**src/rtl/sad_pkg.sv**
```systemverilog
// Shared types, default sizes and arithmetic helpers for the SAD minimum-search engine.
package sad_pkg;

    typedef enum logic [1:0] {IDLE, SEARCH, DRAIN} state_t;

    localparam int DEF_LANES = 4;
    localparam int DEF_PIX_W = 8;
    localparam int DEF_ACC_W = 32;
    localparam int DEF_TAG_W = 16;
    localparam int SUM_W     = DEF_PIX_W + $clog2(DEF_LANES);

    function automatic int sum_width(input int pix_w, input int lanes);
        return pix_w + $clog2(lanes);
    endfunction

    // Unsigned add clamped to the all-ones value of a w-bit field (w up to 64).
    function automatic logic [63:0] sat_add(input logic [63:0] a, input logic [63:0] b, input int w);
        logic [63:0] lim;
        logic [64:0] s;
        lim = (w >= 64) ? '1 : ((64'd1 << w) - 64'd1);
        s   = {1'b0, a} + {1'b0, b};
        return (s > {1'b0, lim}) ? lim : s[63:0];
    endfunction

endpackage

```
**src/rtl/sad_lane_tree.sv**
```systemverilog
// S1/S2 data path: registered per-lane absolute differences followed by a registered lane-sum tree.
module sad_lane_tree
    import sad_pkg::*;
#(
    parameter int LANES  = DEF_LANES,
    parameter int PIX_W  = DEF_PIX_W,
    parameter int TREE_W = SUM_W
) (
    input  logic                   Clk,
    input  logic                   en,
    input  logic [LANES*PIX_W-1:0] a,
    input  logic [LANES*PIX_W-1:0] b,
    output logic [TREE_W-1:0]      sum
);

    logic [PIX_W-1:0]  diff [LANES];
    logic [TREE_W-1:0] tree_sum;

    always_ff @(posedge Clk) begin
        if (en) begin
            for (int i = 0; i < LANES; i++) begin
                diff[i] <= (a[i*PIX_W +: PIX_W] > b[i*PIX_W +: PIX_W])
                         ? a[i*PIX_W +: PIX_W] - b[i*PIX_W +: PIX_W]
                         : b[i*PIX_W +: PIX_W] - a[i*PIX_W +: PIX_W];
            end
        end
    end

    // Width TREE_W cannot overflow for LANES values of PIX_W bits.
    always_comb begin
        tree_sum = '0;
        for (int i = 0; i < LANES; i++) begin
            tree_sum = tree_sum + TREE_W'(diff[i]);
        end
    end

    always_ff @(posedge Clk) begin
        if (en) begin
            sum <= tree_sum;
        end
    end

endmodule

```
**src/rtl/sad_min_engine.sv**
```systemverilog
// Candidate framing, saturating accumulator, running-minimum tracking, search FSM and handshakes.
// Defining SAD_EARLY_TERM_EN enables pruning of candidates that already exceed the minimum.
module sad_min_engine
    import sad_pkg::*;
#(
    parameter int LANES = DEF_LANES,
    parameter int PIX_W = DEF_PIX_W,
    parameter int ACC_W = DEF_ACC_W,
    parameter int TAG_W = DEF_TAG_W
) (
    input  logic                   Clk,
    input  logic                   Reset,
    input  logic                   search_start,
    input  logic                   in_valid,
    output logic                   in_ready,
    input  logic                   in_first,
    input  logic                   in_last,
    input  logic                   in_final,
    input  logic [TAG_W-1:0]       in_tag,
    input  logic [LANES*PIX_W-1:0] in_a,
    input  logic [LANES*PIX_W-1:0] in_b,
    output logic                   res_valid,
    input  logic                   res_ready,
    output logic [ACC_W-1:0]       res_sad,
    output logic [TAG_W-1:0]       res_tag,
    output logic                   res_is_min,
    output logic [ACC_W-1:0]       min_sad,
    output logic [TAG_W-1:0]       min_tag,
`ifdef SAD_EARLY_TERM_EN
    output logic                   res_pruned,
`endif
    output logic                   done,
    output logic                   proto_err
);

    localparam int TREE_W = sum_width(PIX_W, LANES);

    state_t state, state_next;

    logic advance, accept, keep, frame_err, beat_final, result_taken, new_min;
    logic cand_open;
    logic s1_valid, s1_first, s1_last, s1_final;
    logic s2_valid, s2_first, s2_last, s2_final;
    logic [TAG_W-1:0] s1_tag, s2_tag, acc_tag;
    logic [TREE_W-1:0] tree_sum;
    logic [ACC_W-1:0] acc, acc_next, sum_ext;
    logic acc_done, acc_final, res_final;
`ifdef SAD_EARLY_TERM_EN
    logic pruned, prune_now;
`endif

    sad_lane_tree #(.LANES(LANES), .PIX_W(PIX_W), .TREE_W(TREE_W)) u_tree (
        .Clk (Clk),
        .en  (advance),
        .a   (in_a),
        .b   (in_b),
        .sum (tree_sum)
    );

    assign advance      = ~(res_valid & ~res_ready);
    assign in_ready     = advance & (state == SEARCH);
    assign accept       = in_valid & in_ready & ~search_start;
    assign keep         = accept & (in_first | cand_open);
    // Error when a first beat lands on an open candidate, or a continuation beat on none.
    assign frame_err    = accept & (in_first == cand_open);
    assign beat_final   = keep & in_last & in_final;
    assign result_taken = res_valid & res_ready;

    always_comb begin
        state_next = state;
        case (state)
            IDLE:    state_next = IDLE;
            SEARCH:  if (beat_final) state_next = DRAIN;
            DRAIN:   if (result_taken && res_final) state_next = IDLE;
            default: state_next = IDLE;
        endcase
        if (search_start) state_next = SEARCH;
    end

    always_ff @(posedge Clk) begin
        if (!Reset) state <= IDLE;
        else        state <= state_next;
    end

    always_ff @(posedge Clk) begin
        if (!Reset || search_start) begin
            cand_open <= 1'b0;
            s1_valid  <= 1'b0;
            s2_valid  <= 1'b0;
            acc_done  <= 1'b0;
            res_valid <= 1'b0;
        end else if (advance) begin
            if (keep) cand_open <= ~in_last;
            s1_valid  <= keep;
            s2_valid  <= s1_valid;
            acc_done  <= s2_valid & s2_last;
            res_valid <= acc_done;
        end
    end

    always_ff @(posedge Clk) begin
        if (advance) begin
            s1_first  <= in_first;
            s1_last   <= in_last;
            s1_final  <= in_final & in_last;
            s1_tag    <= in_tag;
            s2_first  <= s1_first;
            s2_last   <= s1_last;
            s2_final  <= s1_final;
            s2_tag    <= s1_tag;
            acc_final <= s2_final;
        end
    end

    always_comb begin
        sum_ext  = ACC_W'(tree_sum);
        acc_next = s2_first ? sum_ext : ACC_W'(sat_add(64'(acc), 64'(sum_ext), ACC_W));
    end

`ifdef SAD_EARLY_TERM_EN
    assign prune_now = ~s2_last & (acc_next > min_sad);
    assign new_min   = ~pruned & (acc < min_sad);
`else
    assign new_min   = acc < min_sad;
`endif

    always_ff @(posedge Clk) begin
        if (!Reset || search_start) begin
            acc     <= '0;
            acc_tag <= '0;
`ifdef SAD_EARLY_TERM_EN
            pruned  <= 1'b0;
`endif
        end else if (advance && s2_valid) begin
`ifdef SAD_EARLY_TERM_EN
            // A pruned candidate freezes its accumulator until the next first beat.
            if (s2_first || !pruned) begin
                acc    <= acc_next;
                pruned <= prune_now;
            end
`else
            acc <= acc_next;
`endif
            if (s2_first) acc_tag <= s2_tag;
        end
    end

    always_ff @(posedge Clk) begin
        if (!Reset) begin
            res_sad    <= '0;
            res_tag    <= '0;
            res_is_min <= 1'b0;
            res_final  <= 1'b0;
            min_sad    <= '1;
            min_tag    <= '0;
`ifdef SAD_EARLY_TERM_EN
            res_pruned <= 1'b0;
`endif
        end else if (search_start) begin
            min_sad <= '1;
            min_tag <= '0;
        end else if (advance && acc_done) begin
            res_sad    <= acc;
            res_tag    <= acc_tag;
            res_is_min <= new_min;
            res_final  <= acc_final;
`ifdef SAD_EARLY_TERM_EN
            res_pruned <= pruned;
`endif
            if (new_min) begin
                min_sad <= acc;
                min_tag <= acc_tag;
            end
        end
    end

    always_ff @(posedge Clk) begin
        if (!Reset) begin
            done      <= 1'b0;
            proto_err <= 1'b0;
        end else begin
            done <= (state == DRAIN) & result_taken & res_final & ~search_start;
            if (search_start)   proto_err <= 1'b0;
            else if (frame_err) proto_err <= 1'b1;
        end
    end

endmodule

```
**config.mk**
```make
export PLATFORM = sky130hd
export DESIGN_NAME = sad_min_engine
export DESIGN_NICKNAME = d
export VERILOG_FILES = /design/src/rtl/sad_pkg.sv /design/src/rtl/sad_lane_tree.sv /design/src/rtl/sad_min_engine.sv
export SDC_FILE = /design/constraint.sdc
export NUM_CORES = 1
export LEC_CHECK = 0
export CORE_ASPECT_RATIO = 1.1
export CORE_MARGIN = 2
export CORE_UTILIZATION = 40
export DETAILED_ROUTE_END_ITERATION = 7
export GPL_TIMING_DRIVEN = 1
export PLACE_DENSITY = 0.76
export SYNTH_ARGS = -nofsm -noshare
export SYNTH_HDL_FRONTEND = slang
export SYNTH_HIERARCHICAL = 1
export SYNTH_SLANG_ARGS = --single-unit
```
**constraint.sdc**
```tcl
create_clock -name Clk -period 4.5 [get_ports Clk]
set_input_delay 1.125 -clock Clk [delete_from_list [all_inputs] [get_ports Clk]]
set_output_delay 1.125 -clock Clk [all_outputs]
set_load 0.02 [all_outputs]
```
==> results.tsv <==
stage	metric	value	unit
timing	period_minus_slack	3.71	ns
timing	fin_skew	0.0193	ns
clocking	htreeDepth	1	
routing	ant_nets	0	
placed_design	place_ws	0.654	ns
synth	yosysWarnings	6	
timing	rsz0062_at_grt	no	
finish	utilization	49.8	%
die	boundaryPins	189	
timing	hold_viol	0	
timing	max_slew_margin	33.5	%
run	maxCapViolCount	0	
clocking	cts-root-buf	clkbuf_16	
worst_hold_path	hp-class	flip-flop to flip-flop	
die	row_count	70	
clocking	clk_latency	0.53	ns
clocking	cts_tree	built	
synth	ys_ff_latch	236	
synth	syn_nets	1680	
finish	drive_above_1_share	5.15	%
die	initial_utilization	40.7	%
synth	synth_top_area_share	22.8	%
grt	grtUsageTotal	18.8	%
clocking	postCtsSetupRepairBufs	0	
clocking	clock_sinks	236	
worst_setup_path	cp.arrival	2.58	ns
synth	syn_area	13600	um^2
grt	antenna_found_initial	0	
finish	syn2layout_area_growth	22.4	%
outcome	outcome	completed	
clocking	cts_buffer_depth	3	
grt	first_global_vias	10900	
die	dieHeight	197	um
timing	report.final.slew_viol_count	0	
finish	finalNonFillerCells	2064	
synth	synth_flop_cell	dfxtp_1	
timing	finalSetupViolCount	0	
pwr	p_per_area	374	nW/um^2
synth	synth_edf_count	81	
grt	grt_max_degree	58	
worst_setup_path	path_class	primary input to output pin	
placed_design	dp_hpwl	25500	um
timing	tns	0	ns
placed_design	io_buffers	188	
worst_setup_path	critPathLaunchType	primary input	
clocking	cts_made_buffers	25	
placed_design	finalWeightedCongestion	0.900	
synth	syn_area_per_cell	9.33	um^2
routing	via_per_inst	5.32	
timing	tightest_slew	0.997	ns
pwr	vdd_drop_max	0.000265	V
synth	synth_area_leaders	dfxtp_1 23%, edfxtp_1 18%, ha_1 10%	
synth	ys_top_cells_by_count	213 x nand2_1, 155 x dfxtp_1, 154 x inv_1, 111 x ha_1, 98 x a21oi_1	
synth	synthMostInstantiatedCell	nand2_1	
grt	overflow	0	
routing	drtIter0Drc	610	
synth	async_reset_ff_share	0	%
worst_setup_path	crit_fanout	6	
finish	fin_nets	1836	
worst_setup_path	end_kind	output pin	
synth	seq_area_frac_synth	40.7	%
timing	period_share	82.4	%
die	dieArea	35500	um^2
routing	dr.pass1.iters	5	
grt	grt_pass1_wl	54900	um
die	fp.dieW	180	um
routing	finalWirelength	33900	um
synth	synth.largest_area_cell	dfxtp_1	
routing	via_count	11000	
synth	syn_inst	1456	
timing	layout_setup_ws	0.793	ns
pwr	p_leak	0.00686	uW
clocking	holdBufCountCts	0	
die	coreArea	33400	um^2
clocking	path_clk_slew	0.06	ns
worst_setup_path	required	3.38	ns
routing	wl_per_cell	16.4	um
routing	drc	0	
synth	yosysUniqueCellTypes	77	
clocking	post_cts_resized	0	
timing	fmax	270	MHz
placed_design	dp.cells	2017	
## registers in the layout, indices dropped and copies added (netlist names), 10 cells and up
signal / cells
acc: 32
acc_tag: 16
min_sad: 32
min_tag: 16
res_sad: 32
res_tag: 16
s1_tag: 16
s2_tag: 16
u_tree/diff: 32
u_tree/sum: 10
## logic make-up after synthesis
| kind of cell | Yosys count | share of synthesized area [%] |
|---|---|---|
| DFF | 236 | 40.7 |
| adders and majority gates | 136 | 13.9 |
| muxes | 63 | 4.64 |
| buffers and inverters | 232 | 7.21 |
| xor gates and xnor gates | 30 | 1.93 |
| AOI/OAI and AO/OA | 344 | 17.4 |
| and+or+nand+nor | 415 | 14.1 |
## power breakdown
| part | leakage, uW | switching (uW) | internal [uW] |
|---|---|---|---|
| logic | 0.00434 | 856 | 747 |
| clock network | 0.000414 | 848 | 1260 |
| registers | 0.00211 | 67.2 | 2450 |
## critical path: stages
cell and delay (ns):
clkdlybuf4s50_1 0.47, and2b_1 0.25, nor2_1 0.12, clkdlybuf4s50_1 0.61
## layer usage
layer  part of all wire, %  global-route usage [%]  routed length (um)  vias up
met5                     0                       0                   0        -
met4                   3.1                    6.44                1050        0
met3                   5.1                    2.53                1740       62
met2                    50                    34.0               16900      323
met1                    42                    22.9               14200     5172
li1                      -                       -                   -     5417
## through the flow
step	power, uW	area [um^2]	hold WS, ns
2_1_floorplan	3780	13600	0.400
3_3_place_gp	4100	15800	0.401
3_5_place_dp	4160	15800	0.405
4_1_cts	6270	16600	0.419
5_1_grt	6600	16600	0.426
6_report	6220	16600	0.417
## cell type report
cell class                 instances  area [um^2]
clock inverter                    15          165
multi-input combinational        988         7100
inverter                         155          583
tap                              432          541
fill                            3022        16700
clock buffer                      31          683
antenna                            1         2.50
timing repair buffer             206         2020
sequential                       236         5540
## final timing paths
| check | start | end | slack, ns | depth (start not counted) |
|---|---|---|---|---|
| hold / removal | s1_tag[10]$_DFFE_PN_ | s2_tag[10]$_DFFE_PN_ | 0.42 | 0 |
| setup / recovery | res_ready | in_ready | 0.79 | 4 |
| setup reg to reg | u_tree/diff[1][1]$_DFFE_PP_ | u_tree/sum[7]$_DFFE_PP_ | 1.34 | 12 |
| hold reg to reg | s1_tag[10]$_DFFE_PN_ | s2_tag[10]$_DFFE_PN_ | 0.42 | 0 |
## placed cells by master (no fill, tap or decap), types with 4 or more instances in the layout
master and count:
nand2_1 213, nand3_1 15, clkinv_2 5, nor2_1 72, nor4_1 6, mux2i_1 63
dfxtp_1 155, ha_1 111, a211o_1 13, edfxtp_1 81, o211ai_1 22, inv_1 154
a21oi_1 97, nor3_1 15, and2_1 4, nand4_1 21, nand2b_1 8, nand3b_1 14
fa_1 25, xor2_1 18, a211oi_1 30, nor4b_1 4, o21ai_1 4, buf_4 18
clkdlybuf4s50_1 188, a21o_1 25, o21bai_1 4, xnor2_1 12, clkbuf_16 26, and3_1 4
nor2b_1 4, or3_1 13, a21boi_0 51, a31oi_1 20, o22a_1 4, o21ai_0 25
o311ai_0 8
Power figures use the tool's default switching activity.
